$ cat src/rtl/fpu_issue_ctrl.sv
// rtl/fpu_issue_ctrl.sv - FP issue control: decode, scoreboard, dispatch, writeback arbitration
// Optional div/sqrt path enabled by defining FPU_DIVSQRT_EN.
module fpu_issue_ctrl #(
  parameter int PIPE_LAT = 3
) (
  input  logic        CLK,
  input  logic        nRST,
  input  logic        instr_valid,
  input  logic [31:0] instr,
  output logic        instr_ready,
  input  logic [2:0]  frm,
  output logic        pipe_start,
  output logic [6:0]  pipe_opcode,
  output logic [4:0]  pipe_funct5,
  output logic [2:0]  pipe_rm,
  output logic        ds_start,
  output logic        ds_sqrt,
  output logic [2:0]  ds_rm,
  input  logic        ds_done,
  output logic        ds_ack,
  output logic        wb_en,
  output logic        wb_sel,
  output logic [4:0]  wb_rd,
  output logic        wb_int,
  output logic        illegal,
  output logic        busy
);

  localparam logic [6:0] OP_FOP    = 7'b1010011;
  localparam logic [6:0] OP_FMADD  = 7'b1000011;
  localparam logic [6:0] OP_FMSUB  = 7'b1000111;
  localparam logic [6:0] OP_FNMSUB = 7'b1001011;
  localparam logic [6:0] OP_FNMADD = 7'b1001111;
  localparam logic [4:0] F5_FADD    = 5'b00000;
  localparam logic [4:0] F5_FSUB    = 5'b00001;
  localparam logic [4:0] F5_FMUL    = 5'b00010;
  localparam logic [4:0] F5_FSGNJ   = 5'b00100;
  localparam logic [4:0] F5_FMINMAX = 5'b00101;
  localparam logic [4:0] F5_FCOMP   = 5'b10100;
  localparam logic [4:0] F5_FCLASS  = 5'b11100;
  localparam logic [1:0] FMT_HALF   = 2'b10;
  localparam logic [2:0] RM_DYN     = 3'b111;

  logic [6:0] opcode;
  logic [4:0] rd, rs1, rs2, rs3, funct5;
  logic [2:0] rm_raw, rm_res;
  logic [1:0] fmt;
  assign opcode = instr[6:0];
  assign rd     = instr[11:7];
  assign rm_raw = instr[14:12];
  assign rs1    = instr[19:15];
  assign rs2    = instr[24:20];
  assign fmt    = instr[26:25];
  assign rs3    = instr[31:27];
  assign funct5 = instr[31:27];

  logic is_pipe, is_int, arith, uses_rs2, uses_rs3, is_unit, legal, hazard;
  logic accept, issue_pipe, issue_fp;
  logic [31:0] sb, sb_d;
  logic [4:0] pipe_rd_q, ds_rd_q;
  logic pipe_int_q, pipe_wb, ds_wb, ds_active;
  logic [PIPE_LAT-1:0]      sr_valid, sr_int;
  logic [PIPE_LAT-1:0][4:0] sr_rd;

`ifdef FPU_DIVSQRT_EN
  typedef enum logic [1:0] {S_IDLE, S_RUN, S_WAIT_WB} ds_state_t;
  ds_state_t state_q, state_d;
  logic is_ds, is_sqrt, issue_ds;
  localparam logic [4:0] F5_FDIV  = 5'b00011;
  localparam logic [4:0] F5_FSQRT = 5'b01011;
`endif

  always_comb begin
    is_pipe  = 1'b0;
    is_int   = 1'b0;
    arith    = 1'b0;
    uses_rs2 = 1'b1;
    uses_rs3 = 1'b0;
`ifdef FPU_DIVSQRT_EN
    is_ds    = 1'b0;
    is_sqrt  = 1'b0;
`endif
    if (opcode == OP_FOP) begin
      case (funct5)
        F5_FADD, F5_FSUB, F5_FMUL: begin is_pipe = 1'b1; arith = 1'b1; end
        F5_FSGNJ, F5_FMINMAX:      is_pipe = 1'b1;
        F5_FCOMP:                  begin is_pipe = 1'b1; is_int = 1'b1; end
        F5_FCLASS:                 begin is_pipe = 1'b1; is_int = 1'b1; uses_rs2 = 1'b0; end
`ifdef FPU_DIVSQRT_EN
        F5_FDIV:                   begin is_ds = 1'b1; arith = 1'b1; end
        F5_FSQRT:                  begin is_ds = 1'b1; is_sqrt = 1'b1; arith = 1'b1; uses_rs2 = 1'b0; end
`endif
        default: ;
      endcase
    end else if (opcode == OP_FMADD || opcode == OP_FMSUB ||
                 opcode == OP_FNMSUB || opcode == OP_FNMADD) begin
      is_pipe  = 1'b1;
      arith    = 1'b1;
      uses_rs3 = 1'b1;
    end
  end

  // Only arithmetic ops interpret rm as a rounding mode; others carry a sub-function.
  assign rm_res = (arith && rm_raw == RM_DYN) ? frm : rm_raw;
`ifdef FPU_DIVSQRT_EN
  assign is_unit = is_pipe | is_ds;
`else
  assign is_unit = is_pipe;
`endif
  assign legal = is_unit && (fmt == FMT_HALF) && !(arith && rm_res > 3'd4);

  // Integer-destination ops do not own an FP register, so rd is not a WAW hazard for them.
  always_comb begin
    hazard = sb[rs1] | (uses_rs2 & sb[rs2]) | (uses_rs3 & sb[rs3]) | (!is_int & sb[rd]);
`ifdef FPU_DIVSQRT_EN
    if ((is_ds && state_q != S_IDLE) || (is_pipe && state_q == S_WAIT_WB))
      hazard = 1'b1;
`endif
  end

  assign instr_ready = nRST & (!legal | !hazard);
  assign accept      = instr_valid & instr_ready;
  assign issue_pipe  = accept & legal & is_pipe;
`ifdef FPU_DIVSQRT_EN
  assign issue_ds    = accept & legal & is_ds;
  assign issue_fp    = (issue_pipe & !is_int) | issue_ds;
`else
  assign issue_fp    = issue_pipe & !is_int;
`endif

  always_ff @(posedge CLK or negedge nRST) begin
    if (!nRST) begin
      pipe_start  <= 1'b0;
      pipe_opcode <= '0;
      pipe_funct5 <= '0;
      pipe_rm     <= '0;
      pipe_rd_q   <= '0;
      pipe_int_q  <= 1'b0;
      illegal     <= 1'b0;
    end else begin
      pipe_start <= issue_pipe;
      illegal    <= accept & !legal;
      if (issue_pipe) begin
        pipe_opcode <= opcode;
        pipe_funct5 <= funct5;
        pipe_rm     <= rm_res;
        pipe_rd_q   <= rd;
        pipe_int_q  <= is_int;
      end
    end
  end

  // The dispatch register is stage zero, so PIPE_LAT shift stages land on the result cycle.
  always_ff @(posedge CLK or negedge nRST) begin
    if (!nRST) begin
      sr_valid <= '0;
      sr_int   <= '0;
      sr_rd    <= '0;
    end else begin
      sr_valid[0] <= pipe_start;
      sr_int[0]   <= pipe_int_q;
      sr_rd[0]    <= pipe_rd_q;
      for (int i = 1; i < PIPE_LAT; i++) begin
        sr_valid[i] <= sr_valid[i-1];
        sr_int[i]   <= sr_int[i-1];
        sr_rd[i]    <= sr_rd[i-1];
      end
    end
  end

`ifdef FPU_DIVSQRT_EN
  always_ff @(posedge CLK or negedge nRST) begin
    if (!nRST) begin
      state_q  <= S_IDLE;
      ds_start <= 1'b0;
      ds_sqrt  <= 1'b0;
      ds_rm    <= '0;
      ds_rd_q  <= '0;
    end else begin
      state_q  <= state_d;
      ds_start <= issue_ds;
      if (issue_ds) begin
        ds_sqrt <= is_sqrt;
        ds_rm   <= rm_res;
        ds_rd_q <= rd;
      end
    end
  end

  always_comb begin
    state_d = state_q;
    ds_wb   = 1'b0;
    case (state_q)
      S_IDLE:    if (issue_ds) state_d = S_RUN;
      S_RUN:     if (ds_done) state_d = S_WAIT_WB;
      S_WAIT_WB: begin
        ds_wb = !pipe_wb;
        if (!pipe_wb) state_d = S_IDLE;
      end
      default:   state_d = S_IDLE;
    endcase
  end

  assign ds_active = (state_q != S_IDLE);
`else
  logic unused_ds_done;
  assign unused_ds_done = ds_done;
  assign ds_start  = 1'b0;
  assign ds_sqrt   = 1'b0;
  assign ds_rm     = '0;
  assign ds_rd_q   = '0;
  assign ds_wb     = 1'b0;
  assign ds_active = 1'b0;
`endif

  assign pipe_wb = sr_valid[PIPE_LAT-1];
  assign wb_en   = pipe_wb | ds_wb;
  assign wb_sel  = ds_wb;
  assign wb_rd   = ds_wb ? ds_rd_q : sr_rd[PIPE_LAT-1];
  assign wb_int  = pipe_wb & sr_int[PIPE_LAT-1];
  assign ds_ack  = ds_wb;

  always_comb begin
    sb_d = sb;
    if (wb_en && !wb_int) sb_d[wb_rd] = 1'b0;
    if (issue_fp) sb_d[rd] = 1'b1;
  end

  always_ff @(posedge CLK or negedge nRST) begin
    if (!nRST) sb <= '0;
    else       sb <= sb_d;
  end

  assign busy = (|sb) | pipe_start | (|sr_valid) | ds_active;

endmodule

$ cat config.mk
export PLATFORM = sky130hd
export DESIGN_NAME = fpu_issue_ctrl
export DESIGN_NICKNAME = d
export VERILOG_FILES = /design/src/rtl/fpu_issue_ctrl.sv
export SDC_FILE = /design/constraint.sdc
export NUM_CORES = 1
export LEC_CHECK = 0
export BUFFER_PORTS_ARGS = -buffer_cell sky130_fd_sc_hd__buf_2
export CAP_MARGIN = 5
export CORE_MARGIN = 2
export CORE_UTILIZATION = 40
export DETAILED_ROUTE_END_ITERATION = 6
export GPL_ROUTABILITY_DRIVEN = 0
export SLEW_MARGIN = 20
export SYNTH_ARGS = -nofsm -noshare
export SYNTH_HDL_FRONTEND = slang
export SYNTH_SLANG_ARGS = --single-unit
$ cat constraint.sdc
create_clock -name CLK -period 3.2 [get_ports CLK]
set_clock_uncertainty 0.1 [all_clocks]
set_input_delay 0.32 -clock CLK [delete_from_list [all_inputs] [get_ports CLK]]
set_output_delay 0.32 -clock CLK [all_outputs]
set_load 0.02 [all_outputs]
==> results of run 1 <==
-- critical path: cells and delay by family (launching register included) --
family / cells / cell delay, ns
buffers and inverters: 1 / 0.18
AOI/OAI and AO/OA: 2 / 0.41
muxes: 2 / 0.78
DFF: 1 / 0.46
and+or+nand+nor: 2 / 0.43
-- Yosys cell counts, drive strengths merged (5+ instances only) --
| library cell | count | share of area (%) |
|---|---|---|
| nand2 | 14 | 1.2 |
| nand3 | 34 | 3.8 |
| clkbuf | 16 | 1.3 |
| nor2 | 12 | 1.0 |
| nand4 | 14 | 2.3 |
| nor2b | 5 | 0.69 |
| inv | 8 | 0.66 |
| buf | 27 | 3.9 |
| nor4 | 12 | 1.7 |
| mux4 | 14 | 7.2 |
| dfrtp | 76 | 42 |
| mux2 | 36 | 10 |
| o21ai | 68 | 7.5 |
| mux2i | 24 | 5.3 |
| a22oi | 7 | 1.2 |
| nand2b | 8 | 1.1 |
-- routing by layer --
layer  part of all wire [%]  vias to the layer above
li1                       -                     1712
met5                      0                        -
met1                     45                     1859
met2                     48                      144
met4                    1.6                        0
met3                    6.2                       19
-- sequential cells by signal, indices dropped and copies added (netlist names) --
register / count
sb: 32
sr_rd: 10
pipe_opcode: 7
pipe_funct5: 5
pipe_rd_q: 5
wb_rd: 5
pipe_rm: 3
sr_int: 3
sr_valid: 3
illegal: 1
pipe_int_q: 1
pipe_start: 1
-- path summary, 6_finish.rpt --
path,end,slack (ns)
worst min-delay path,pipe_start$_DFF_PN0_,0.12
max in group asynchronous,sb[8]$_DFF_PN0_,2.14
min in group CLK,illegal$_DFF_PN0_,0.16
worst max-delay path,instr_ready,0.18
worst min register to register,sr_rd[8]$_DFF_PN0_,0.25
worst max register to register,pipe_funct5[2]$_DFFE_PN0P_,0.32
-- timing repair --
item	4_1_cts	5_1_grt
buffers inserted	0	1
hold endpoints to repair	0	0
setup endpoints to repair	0	1
gates resized for setup	0	5
-- per-stage QoR --
step	std cells	setup slack (ns)
5_1_grt	626	0.03844
4_1_cts	625	0.07047
2_1_floorplan	436	0.3657
3_3_place_gp	609	0.3094
6_report	626	0.1806
3_5_place_dp	609	0.2788
-- cell families after synthesis --
| family | after synthesis |
|---|---|
| AO/OA/AOI/OAI | 99 |
| other | 1 |
| flip-flops | 76 |
| AND/OR/NAND/NOR | 129 |
| multiplexers | 74 |
| buffers and inverters | 51 |
-- power by group --
part | switching, uW | internal, uW | total (uW)
registers | 1.57 | 964 | 966
logic | 122 | 70.9 | 193
clock network | 411 | 691 | 1100
-- layout by cell type (no fill, tap or decap), types with 2 or more instances in the layout --
cell,Yosys,final
clkbuf_16,0,9
nand4_1,13,13
nor2b_1,5,5
nand4b_1,2,2
dfrtp_1,76,72
nand3b_1,4,4
clkinv_4,0,2
mux4_2,11,11
nand3_1,34,34
a22oi_1,7,7
nor4_1,12,12
o22ai_1,2,2
conb_1,1,7
dfrtp_2,0,4
buf_4,12,14
mux2i_1,24,24
mux2_2,24,24
or4_1,2,2
and3_1,2,2
a311oi_1,2,2
a2bb2oi_1,4,4
and2_1,2,2
inv_6,0,2
buf_2,6,62
nand2_1,14,14
mux4_1,3,3
and3b_1,2,2
nor3_1,3,3
o21ai_0,67,67
or3_1,4,4
inv_1,8,8
nor3b_1,4,4
or3b_2,2,2
nor2_1,12,12
nand2b_1,8,8
bufinv_16,0,2
or2_2,2,2
mux2_4,12,12
-- cell type report --
type,instances,area (um^2)
flip-flops and latches,76,1907
inverters,8,30.03
clock inverters,6,95.09
well taps,140,175.2
multi-input cells,309,2380
repair buffers,77,435.4
clock buffers,10,229.0
fillers,1049,5684
==> metrics.md, run 1 <==
| Metric | Value |
|---|---|
| CP cell instances | mux4_1, mux2_2, or3_1, a32oi_2, nand3_1, a21boi_1, buf_2 |
| Data arrival, critical path | approximately 2.6 ns |
| Startpoint Class | flop |
| Grt met2 use | around a third |
| Num Clock Sinks | 76 |
| Most used DFF post-synth | dfrtp_1 |
| Layout area overhead | 16.04% |
| DRT antenna net count | 0 |
| Clock root buffer | clkbuf_16 |
| Worst slew margin | between 30% and 40% |
| CP Class | reg -> out |
| Die Y | ~110 um |
| Clock Latency Late Sink | approximately 0.33 ns |
| Power per cell area | around 430 nW/um^2 |
| Tmin final | 3.019 ns |
| N_diodes | 0 |
| VDD IR-drop max | 0.2495 mV |
| Post-synthesis mux area share | between 20 and 25% |
| Smallest hold slack | roughly 0.12 ns |
| Achievable Freq | about 330 MHz |
| Synth async-reset ratio | between 90% and 100% |
| Main combinational cell family by area after synthesis | multiplexers |
| CTS H-tree depth | 3 |
| Hold Fails Final Rpt | 0 |
| Total congestion overflow | 0 |
| Met1 Resource Use GR | 29.16% |
| Status | finished clean |
| Final-stage net count | between 500 and 600 |
| Setup violations, final | 0 |
| Max-slew violation count | 0 |
| EDFF count, synth | 0 |
| Antenna violations before repair | 0 |
| Share of cells above drive strength 1 | a little under a third |
| Drt drc | 0 |
| Slew @ Worst Pin | around 0.98 ns |
| Die width | between 100 and 150 um |
| Port Buf Inserts | 63 |
| Detailed Place HPWL | 8523 um |
| WL/cell | between 15 and 20 um |
| Largest fanout on the critical path | 6 |
| Simple-gate share of the synthesized area | around 16% |
| Synth Area per Inst | approximately 11 um^2 |
| Total Power | roughly 2300 uW |
| CP Launch Point | sb[10]$_DFF_PN0_ |
| Yosys reg bits | 76 |
| Met3 Use GR | 3.880% |
| Std-Cell Rows | 38 |
| Top-level port count | about 70 |
| Max-cap violations | 0 |
| Period utilisation layout | a little over nine tenths |
| Core area | 10940 um^2 |
| Total Die Area | approximately 12000 um^2 |
| Final instance area | ~5300 um^2 |
| Largest net degree at the start of global routing | between 70 and 80 |
| Worst-path clk slew | around 0.06 ns |
| Worst EP required | 2.78 ns |
| CTS buffer count | 9 |
| CP peak stage delay | 0.51 ns |
| Hold Crit Class | in -> async |
| CTS tree | yes |
| Starting Density | 41.38% |
| Via Count | 3734 |
| Vias per std cell | 5.965 |
| Lkg Pwr | 0.002173 uW |
| Register area share after synthesis | 42.02% |
| GRT Util Overall | 21.19% |
| Synth Area in Adders | 0% |
| WL final | ~12000 um |
| Unique masters post-synth | between 50 and 60 |
| Worst path slowest cell | mux4_1 |
| GR peak layer | met2 |
| Synth Area in Compound Gates | 13.13% |
| Max Root-Sink Buffers | 2 |
| Drt first pass iters | 5 |
| Initial DRC Count | 350 |
| Yosys synthesis warning count | 0 |
| Cell Area, Synth | 4526 um^2 |
| Core Util, Final | between 40% and 50% |
| Setup TNS | 0 ns |
| RSZ-0062 raised after global routing | no |
| Mapped Cells | 430 |
| Worst r2r path cells | 8 |
| CP endpoint kind | primary output |
| FF-to-FF Start | sb[10]$_DFF_PN0_ |
| Global-route wire length before repair | roughly 20000 um |
| Placed cell areas | 4915 um^2 |
| # hold bufs at CTS | 0 |
| Vias in the first global route | 3694 |
| Post-Synth XOR/XNOR Area | 0% |
Note: power is estimated with default switching activity, not from simulation.
==> run 2: changes to the inputs <==
--- a/config.mk
+++ b/config.mk
@@ -5,11 +5,11 @@
 export SDC_FILE = /design/constraint.sdc
 export NUM_CORES = 1
 export LEC_CHECK = 0
-export BUFFER_PORTS_ARGS = -buffer_cell sky130_fd_sc_hd__buf_2
 export CAP_MARGIN = 5
 export CORE_MARGIN = 2
 export CORE_UTILIZATION = 40
 export DETAILED_ROUTE_END_ITERATION = 6
+export DONT_BUFFER_PORTS = 1
 export GPL_ROUTABILITY_DRIVEN = 0
 export SLEW_MARGIN = 20
 export SYNTH_ARGS = -nofsm -noshare
==> metrics.md, run 2 (synthesis gave the netlist of run 1 again) <==
| Metric | Value |
|---|---|
| Global-route wire length before repair | 19150 um (was 19420 um) |
| FF/Latch Area | 1902 um^2 (was 1907 um^2) |
| CTS buffer count | 9 (unchanged) |
| Commonest non-fill, non-tap cell in the layout | dfrtp_1 (unchanged) |
| Max-cap violations | 0 (unchanged) |
| Max FFs per register | 32 (unchanged) |
| VDD IR-drop max | 0.2117 mV (was 0.2495 mV) |
| Hold Fails Final Rpt | 0 (unchanged) |
| Largest fanout on the critical path | 6 (unchanged) |
| Hold Crit Class | in -> reg (was in -> async) |
| Status | finished clean (unchanged) |
| Max Root-Sink Buffers | 2 (unchanged) |
| Hold_sp | instr[2] |
| Die width | 110.4 um (unchanged) |
| Clock Latency Late Sink | 0.34 ns (was 0.33 ns) |
| Lkg Pwr | 0.001867 uW (was 0.002173 uW) |
| Via Count | 3526 (was 3734) |
| Detailed Place HPWL | 8489 um (was 8523 um) |
| Power per cell area | 433.3 nW/um^2 (was 430.5 nW/um^2) |
| Layout area overhead | 8.377% (was 16.04%) |
| Initial DRC Count | 333 (was 350) |
| N_diodes | 0 (unchanged) |
| Total Die Area | 12180 um^2 (unchanged) |
| Most flop-heavy register | sb (unchanged) |
| Smallest hold slack | 0.02532 ns (was 0.1174 ns) |
| Vias per std cell | 6.296 (was 5.965) |
| Drt drc | 0 (unchanged) |
| WHS Endpoint | pipe_opcode[2]$_DFFE_PN0P_ |
| CTS H-tree depth | 3 (unchanged) |
| Vias in the first global route | 3459 (was 3694) |
| Total Power | 2125 uW (was 2261 uW) |
| Antenna violations before repair | 0 (unchanged) |
| GRT Util Overall | 21.12% (was 21.19%) |
| Port Buf Inserts | 0 (was 63) |
| Achievable Freq | 330.5 MHz (was 331.2 MHz) |
| Total congestion overflow | 0 (unchanged) |
| Share of cells above drive strength 1 | 18.81% (was 30.86%) |
| Period utilisation layout | 94.54% (was 94.36%) |
| CP Class | reg -> out (unchanged) |
| Worst r2r path cells | 8 (unchanged) |
| Tmin final | 3.025 ns (was 3.019 ns) |
| Area of the multi-input gates | 2380 um^2 (unchanged) |
| CTS tree | yes (unchanged) |
| RSZ-0062 raised after global routing | no (unchanged) |
| Core area | 10940 um^2 (unchanged) |
| Num Clock Sinks | 76 (unchanged) |
| Drt first pass iters | 4 (was 5) |
| Worst EP required | 2.78 ns (about the same) |
| Slew @ Worst Pin | 0.7421 ns (was 0.9839 ns) |
| CP endpoint kind | primary output (unchanged) |
| Starting Density | 41.38% (unchanged) |
| Setup TNS | 0 ns (unchanged) |
| Top-level port count | 72 (unchanged) |
| Max-slew violation count | 0 (unchanged) |
| Biggest regs | sb: 32 flops, sr_rd: 10 flops, pipe_opcode: 7 flops (unchanged) |
| Clock root buffer | clkbuf_16 (unchanged) |
| Data arrival, critical path | 2.61 ns (was 2.60 ns) |
| DRT antenna net count | 0 (unchanged) |
| Worst R2R End | pipe_rd_q[1]$_DFFE_PN0P_ (was pipe_funct5[2]$_DFFE_PN0P_) |
| Largest net degree at the start of global routing | 77 (was 78) |
| Filler Cell Count | 1019 (was 1049) |
| Hold Path Depth | 1 |
| WL/cell | 22.38 um (was 19.88 um) |
| Most frequent cells in the layout | dfrtp_1 (76), o21ai_0 (67), nand3_1 (34), mux2i_1 (24), mux2_2 (24) (was dfrtp_1 (72), o21ai_0 (67), buf_2 (62), nand3_1 (34)) |
| Worst reg2reg setup slack | 0.24 ns (was 0.32 ns) |
| Worst-path clk slew | 0.07 ns (was 0.06 ns) |
| WL final | 12530 um (was 12440 um) |
| Final-stage net count | 454 (was 520) |
| Worst slew margin | 50.43% (was 34.41%) |
| Setup violations, final | 0 (unchanged) |
| Die Y | 110.4 um (unchanged) |
| Startpoint Class | flop (unchanged) |
| FF-to-FF Start | sb[9]$_DFF_PN0_ (was sb[10]$_DFF_PN0_) |
| Std-Cell Rows | 38 (unchanged) |
==> run 2: metrics by stage <==
stage,instances,worst slack [ns],instance area [um^2],util [%]
after global placement,541,0.3565,4559,41.69
after CTS,559,0.1276,4897,44.78
final,560,0.1747,4905,44.85
after floorplan,436,0.3657,4548,-
after detailed placement,541,0.3205,4559,41.69
after global routing,560,0.04071,4905,44.85
==> run 2: worst max-delay path by stage <==
stage                                 from                  endpoint  slack [ns]  cells after the start
after floorplan                  instr[28]               instr_ready        0.37                      7
after global routing       sb[9]$_DFF_PN0_               instr_ready        0.04                      7
after global placement    sb[12]$_DFF_PN0_  pipe_rd_q[1]$_DFFE_PN0P_        0.36                      7
final                      sb[9]$_DFF_PN0_               instr_ready        0.17                      7
after detailed placement  sb[10]$_DFF_PN0_  pipe_rd_q[1]$_DFFE_PN0P_        0.32                      7
after CTS                 sb[10]$_DFF_PN0_               instr_ready        0.13                      7
==> run 2: power by group <==
| group | internal (uW) | leakage (uW) | switching, uW |
|---|---|---|---|
| Clock | 611 | 0.000140 | 420 |
| Sequential | 964 | 0.000867 | 4.54 |
| Combinational | 56.2 | 0.000860 | 69.2 |
| Total | 1630 | 0.00187 | 494 |
==> run 2: cell type report <==
type | instances | area share, %
multi-input combinational | 309 | 48.52
sequential | 76 | 38.78
clock buffer | 10 | 4.668
tap | 140 | 3.571
timing repair buffer | 11 | 2.398
clock inverter | 6 | 1.454
inverter | 8 | 0.6122
==> run 2: worst max-delay path: stages, from the launching register on <==
cell and delay [ns]:
dfrtp_1 0.46, mux4_1 0.50, mux2_2 0.28, or3_1 0.32, a32oi_2 0.26, nand3_1 0.10, a21boi_0 0.18, buf_4 0.17
==> run 2: timing repair <==
item	in CTS	in global routing
setup buffers	0	1
hold endpoints to repair	76	0
resized for setup	0	0
hold buffers	2	0
endpoints found under the setup margin	0	1
==> run 2: per-layer routing <==
| metal | track usage (%) | wire (um) | vias up | share of wire [%] |
|---|---|---|---|---|
| met1 | 28.97 | 5201 | 1751 | 41 |
| li1 | - | - | 1584 | - |
| met2 | 31.73 | 5954 | 165 | 48 |
| met5 | 0 | 0 | - | 0 |
| met3 | 5.761 | 1095 | 26 | 8.7 |
| met4 | 8.393 | 280 | 0 | 2.2 |
